==> config.mk <==
export PLATFORM = sky130hd
export DESIGN_NAME = uart_tx_128to8
export DESIGN_NICKNAME = d
export VERILOG_FILES = /design/src/rtl/uart_tx_128to8.sv
export SDC_FILE = /design/constraint.sdc
export NUM_CORES = 1
export LEC_CHECK = 0
export CORE_MARGIN = 2
export CORE_UTILIZATION = 53
export DETAILED_ROUTE_END_ITERATION = 16
export GPL_ROUTABILITY_DRIVEN = 0
export GPL_TIMING_DRIVEN = 1
export PLACE_DENSITY = 0.79
export SETUP_SLACK_MARGIN = 0.5
export SYNTH_ARGS = -nofsm -noshare
export SYNTH_HDL_FRONTEND = slang
export SYNTH_SLANG_ARGS = --single-unit
==> constraint.sdc <==
create_clock -name sclk -period 3.6 [get_ports sclk]
set_input_delay 0.72 -clock sclk [delete_from_list [all_inputs] [get_ports sclk]]
set_output_delay 0.72 -clock sclk [all_outputs]
set_load 0.005 [all_outputs]
==> src/rtl/uart_tx_128to8.sv <==
// uart_tx_128to8
// ---------------------------------------------------------------------------
// Serializes 128-bit words into 16 UART bytes (8N1, LSB first on the wire).
// The first byte sent is din[127:120] and the last is din[7:0], which mirrors
// the byte order of the bit8to128 receive path. Frame-buffer readback data
// from the DDR3 read FIFO is returned to the host through this block.
//
// Parameters:
//   BAUD_DIV  sclk cycles per UART bit (2..65535)
//   BYTE_NUM  bytes per input word (16 for a 128-bit din)
//
// Ports:
//   sclk       system clock, rising edge
//   rst_n      asynchronous active-low reset
//   din        word to transmit, sampled only on accept
//   din_valid  din holds a valid word
//   din_ready  block can accept a word (high only in IDLE)
//   tx         UART serial line, idle high
//   busy       high from the accept cycle until the last stop bit ends
//   tx_done    one-cycle pulse when the final stop bit completes
// ---------------------------------------------------------------------------
module uart_tx_128to8 #(
    parameter int BAUD_DIV = 5208,
    parameter int BYTE_NUM = 16
) (
    input  logic         sclk,
    input  logic         rst_n,
    input  logic [127:0] din,
    input  logic         din_valid,
    output logic         din_ready,
    output logic         tx,
    output logic         busy,
    output logic         tx_done
);

    typedef enum logic [1:0] {
        IDLE,
        START,
        DATA,
        STOP
    } state_t;

    localparam logic [15:0] BAUD_LAST = 16'(BAUD_DIV - 1);
    localparam logic [3:0]  BYTE_LAST = 4'(BYTE_NUM - 1);

    state_t         state, state_nxt;
    logic [15:0]    baud_cnt, baud_cnt_nxt;
    logic [2:0]     bit_cnt, bit_cnt_nxt;
    logic [3:0]     byte_cnt, byte_cnt_nxt;
    logic [127:0]   sreg, sreg_nxt;
    logic [7:0]     cur_byte_nxt;
    logic           baud_end;
    logic           tx_nxt;
    logic           din_ready_nxt;
    logic           busy_nxt;
    logic           tx_done_nxt;

    assign baud_end = (baud_cnt == BAUD_LAST);

    // State, counters, shift register and all outputs are registered here.
    // The outputs are computed from the next state so that they change on
    // the same edge as the state itself, e.g. tx drops on the accept edge.
    always_ff @(posedge sclk or negedge rst_n) begin
        if (!rst_n) begin
            state     <= IDLE;
            baud_cnt  <= '0;
            bit_cnt   <= '0;
            byte_cnt  <= '0;
            sreg      <= '0;
            tx        <= 1'b1;
            din_ready <= 1'b1;
            busy      <= 1'b0;
            tx_done   <= 1'b0;
        end else begin
            state     <= state_nxt;
            baud_cnt  <= baud_cnt_nxt;
            bit_cnt   <= bit_cnt_nxt;
            byte_cnt  <= byte_cnt_nxt;
            sreg      <= sreg_nxt;
            tx        <= tx_nxt;
            din_ready <= din_ready_nxt;
            busy      <= busy_nxt;
            tx_done   <= tx_done_nxt;
        end
    end

    // Next-state logic. Every level on the line lasts exactly BAUD_DIV
    // cycles: baud_cnt runs 0..BAUD_DIV-1 and restarts on each bit or state
    // change. After a stop bit the next byte's start bit follows with no gap.
    always_comb begin
        state_nxt    = state;
        baud_cnt_nxt = baud_cnt;
        bit_cnt_nxt  = bit_cnt;
        byte_cnt_nxt = byte_cnt;
        sreg_nxt     = sreg;
        tx_done_nxt  = 1'b0;

        case (state)
            IDLE: begin
                if (din_valid) begin
                    sreg_nxt     = din;
                    state_nxt    = START;
                    baud_cnt_nxt = '0;
                    bit_cnt_nxt  = '0;
                    byte_cnt_nxt = '0;
                end
            end
            START: begin
                if (baud_end) begin
                    state_nxt    = DATA;
                    baud_cnt_nxt = '0;
                    bit_cnt_nxt  = '0;
                end else begin
                    baud_cnt_nxt = baud_cnt + 16'd1;
                end
            end
            DATA: begin
                if (baud_end) begin
                    baud_cnt_nxt = '0;
                    if (bit_cnt == 3'd7) begin
                        state_nxt = STOP;
                    end else begin
                        bit_cnt_nxt = bit_cnt + 3'd1;
                    end
                end else begin
                    baud_cnt_nxt = baud_cnt + 16'd1;
                end
            end
            STOP: begin
                if (baud_end) begin
                    baud_cnt_nxt = '0;
                    if (byte_cnt == BYTE_LAST) begin
                        state_nxt    = IDLE;
                        byte_cnt_nxt = '0;
                        tx_done_nxt  = 1'b1;
                    end else begin
                        state_nxt    = START;
                        byte_cnt_nxt = byte_cnt + 4'd1;
                        sreg_nxt     = {sreg[119:0], 8'h00};
                    end
                end else begin
                    baud_cnt_nxt = baud_cnt + 16'd1;
                end
            end
            default: begin
                state_nxt = IDLE;
            end
        endcase

        // The byte on the wire is always the top byte of the shift register.
        cur_byte_nxt = sreg_nxt[127:120];

        case (state_nxt)
            START:   tx_nxt = 1'b0;
            DATA:    tx_nxt = cur_byte_nxt[bit_cnt_nxt];
            default: tx_nxt = 1'b1;
        endcase

        din_ready_nxt = (state_nxt == IDLE);
        busy_nxt      = (state_nxt != IDLE);
    end

endmodule

==> impl_metrics.yaml <==
outcome:
  status: "finished clean"
synth:
  syn-instance-count: 769
  synth_flop_cell: "dfrtp_1"
  async_reset_ff_frac: 1.00
  ys_seq_elements: 157
  synth_cell_types: 54
  syn-num-nets: 908
  syn_avg_cell_area_um2: 9.50
  yosysSeqAreaShare: 0.538
  yosys_warnings: 0
  synth_edf_count: 0
  netlist_area_mm2: 0.00730
clocking:
  cts.sink_count: 157
  clk_pin_slew_ns: 0.06
  cts_root_buffer: "clkbuf_16"
  cts_buffers: 17
  htree_levels: 4
  tritoncts: "yes"
  clk_path_buf_depth: 2
  cts-hold-fix-buffers: 0
  clk_latency_ns: 0.43
floorplan:
  core_area_mm2: 0.0133
  fp.dieH_um: 121
  dieArea_mm2: 0.0147
  die_x_um: 121
  rows: 42
  ios: 135
  initial_core_util: 0.547
pwr:
  power_frac_seq: 0.455
  p_leak_nw: 3.74
  clkPwrFrac: 0.496
  power.switching_w: 0.000802
  p_int_w: 0.00307
  swShare: 0.207
  power.density_mw_per_mm2: 409
  power.share.combinational: 0.049
  peakVddDrop_v: 0.000333
  finalPower_w: 0.00388
grt:
  grt_first_pass_wirelength_mm: 30.8
  use_met3: 0.0775
  grt-ovfl-total: 0
  grt_pass1_vias: 6372
  antenna_found_initial: 0
  grt.total_usage: 0.268
  grtUsageMet1: 0.344
  met2_usage: 0.435
  grt_max_degree: 113
  grt.busiest_layer: "met2"
setup_path:
  r2r_start: "baud_cnt[8]$_DFFE_PN0N_"
  crit_buf_inv: 1
  critPathTopFamily: "simple AND/OR/NAND/NOR gates"
  crit_chain: "or4b_4 > or4_4 > a21o_1 > a31oi_4 > inv_2 > mux2_4 > a32oi_1 > a41oi_1"
  cp_slowest_cell: "or4_4"
  startpoint: "baud_cnt[8]$_DFFE_PN0N_"
  critical_path_arrival_ns: 3.32
  cp-end-kind: "flop"
  cp.depth: 8
  rr_worst_depth: 8
  crit_path_end: "tx$_DFF_PN1_"
  r2r-end: "tx$_DFF_PN1_"
  critPathMaxFanout: 6
  r2r_setup_slack_ns: 0.61
  critPathKind: "reg -> reg"
  critPathRequiredTime_ns: 3.94
  crit_path_max_incr_delay_ns: 0.61
  start_kind: "flop"
placed_design:
  port_buffers: 134
  dp_hpwl_mm: 12.4
  dpl_worst_slack_ns: 0.527
cells_and_area:
  layout-drive-gt1-share: 0.0749
  final_common_cell: "nand2_1"
  fill_cells: 1006
  final_cell_mix: "nand2_1, dfrtp_1, clkdlybuf4s50_1, a22oi_1, o21ai_0"
  area_growth_syn_to_layout_pct: 29.8
  antennaDiodeCount: 0
  final_nets: 1021
route:
  drc: 0
  drt-total-wl_mm: 19.3
  drtAntennaViolNets: 0
  wl_per_cell_um: 18.1
  vias: 6482
  viasPerCell: 6.06
  drtIter0Drc: 646
  first_pass_iters: 5
sta:
  rsz0062_at_grt: "no"
  fin_crit_sh: 0.830
  fin_skew_ns: 0.0103
  slew-limit-headroom: 0.221
  final-hold-violation-count: 0
  tightestPinTransition_ns: 1.17
  setup_ws_ns: 0.612
  finalCriticalPeriod_ns: 2.99
  setup_viol: 0
  finalMaxSlewViolations: 0
  setup_tns_ns: 0
  fmaxAchievable_mhz: 335
  fin_hold_ws_ns: 0.351
flow_run:
  maxCapViolCount: 0
worst_hold_path:
  hold_class: "in -> async"
timing repair:
item | 4_1_cts | 5_1_grt
buffers inserted | 0 | 8
hold endpoints to repair | 0 | 0
gates resized for setup | 0 | 1
endpoints found under the setup margin | 0 | 104
synthesized netlist by cell type, types with 2 or more instances:
master      n  area share
nor2_1     21       0.011
xor2_1      7      0.0084
clkbuf_1   48       0.025
inv_1      12      0.0062
buf_2      10      0.0069
a21oi_1     5      0.0034
a22oi_1   120        0.12
nand2_1   158       0.081
o21ai_1    38       0.026
ha_1        8       0.014
a22o_1      2      0.0024
o211ai_1    2      0.0021
dfstp_2     2      0.0072
nand2b_1    3      0.0026
o21ai_0   104       0.071
nand4_1     4      0.0034
nor3_2      2      0.0027
and2_1      6      0.0051
nor2b_1     8      0.0069
a221o_1     3      0.0041
mux2i_1     4      0.0055
xnor2_1     3      0.0036
dfrtp_1   155        0.53
nand3_1    11      0.0075
nor3_1      4      0.0027
worst reg2reg max path, cell delays in order (launching register included):
cell and delay (ns):
dfrtp_1 0.44, or4b_4 0.58, or4_4 0.61, a21o_1 0.27, a31oi_4 0.23, inv_2 0.09
mux2_4 0.30, a32oi_1 0.23, a41oi_1 0.16
kinds of logic (layout without fill, tap and decap cells):
kind of cell / Yosys count / after routing / synth area share
AOI/OAI and AO/OA: 287 / 288 / 0.249
xor gates and xnor gates: 10 / 10 / 0.0120
adders and majority gates: 8 / 8 / 0.0137
buffers and inverters: 71 / 195 / 0.0382
DFF: 157 / 157 / 0.538
muxes: 6 / 6 / 0.00908
and+or+nand+nor: 230 / 230 / 0.140
worst min path at each step:
stage                                    start                      end
after floorplan                          rst_n  baud_cnt[0]$_DFFE_PN0N_
after global placement    sreg[72]$_DFFE_PN0P_     sreg[72]$_DFFE_PN0P_
after detailed placement  sreg[71]$_DFFE_PN0P_     sreg[71]$_DFFE_PN0P_
after CTS                                rst_n      sreg[124]$_DFF_PN0_
after global routing                     rst_n      sreg[124]$_DFF_PN0_
final                                    rst_n      sreg[124]$_DFF_PN0_
flip-flops by register name (all words and copies together), names as in the netlist:
| register | flops |
|---|---|
| sreg | 128 |
| baud_cnt | 16 |
| byte_cnt | 4 |
| bit_cnt | 3 |
| state | 2 |
| busy | 1 |
| din_ready | 1 |
| tx | 1 |
| tx_done | 1 |
power groups by stage:
stage	Clock [W]	Sequential [W]	Combinational, W
finish	0.00192	0.00176	0.000188
detailed placement	0	0.00180	0.000190
global placement	0	0.00180	0.000189
floorplan	0	0.00180	0.00000159
global route	0.00202	0.00176	0.000202
CTS	0.00193	0.00176	0.000191
metal layers:
layer  wire length [um]  up-vias  share of wire
met5                  0        -              0
met4                424        0          0.022
met3               1440       42          0.074
met2               9610      260           0.50
met1               7850     3189           0.41
li1                   -     2991              -
layout make-up:
cell class              instances  area, um2  area share
clock buffers                  19        443      0.0467
clock inverters                12        185      0.0195
inverters                      13       48.8     0.00515
multi-input cells             542       3140       0.331
flip-flops and latches        157       3930       0.415
well taps                     176        220      0.0232
repair buffers                151       1520       0.160
stage by stage:
step,cells,cell area (um2),util
2_1_floorplan,769,7300,-
3_3_place_gp,1030,8780,0.658
3_5_place_dp,1030,8780,0.658
4_1_cts,1061,9410,0.705
5_1_grt,1070,9480,0.710
6_report,1070,9480,0.710
(Power assumes the default switching activity.)
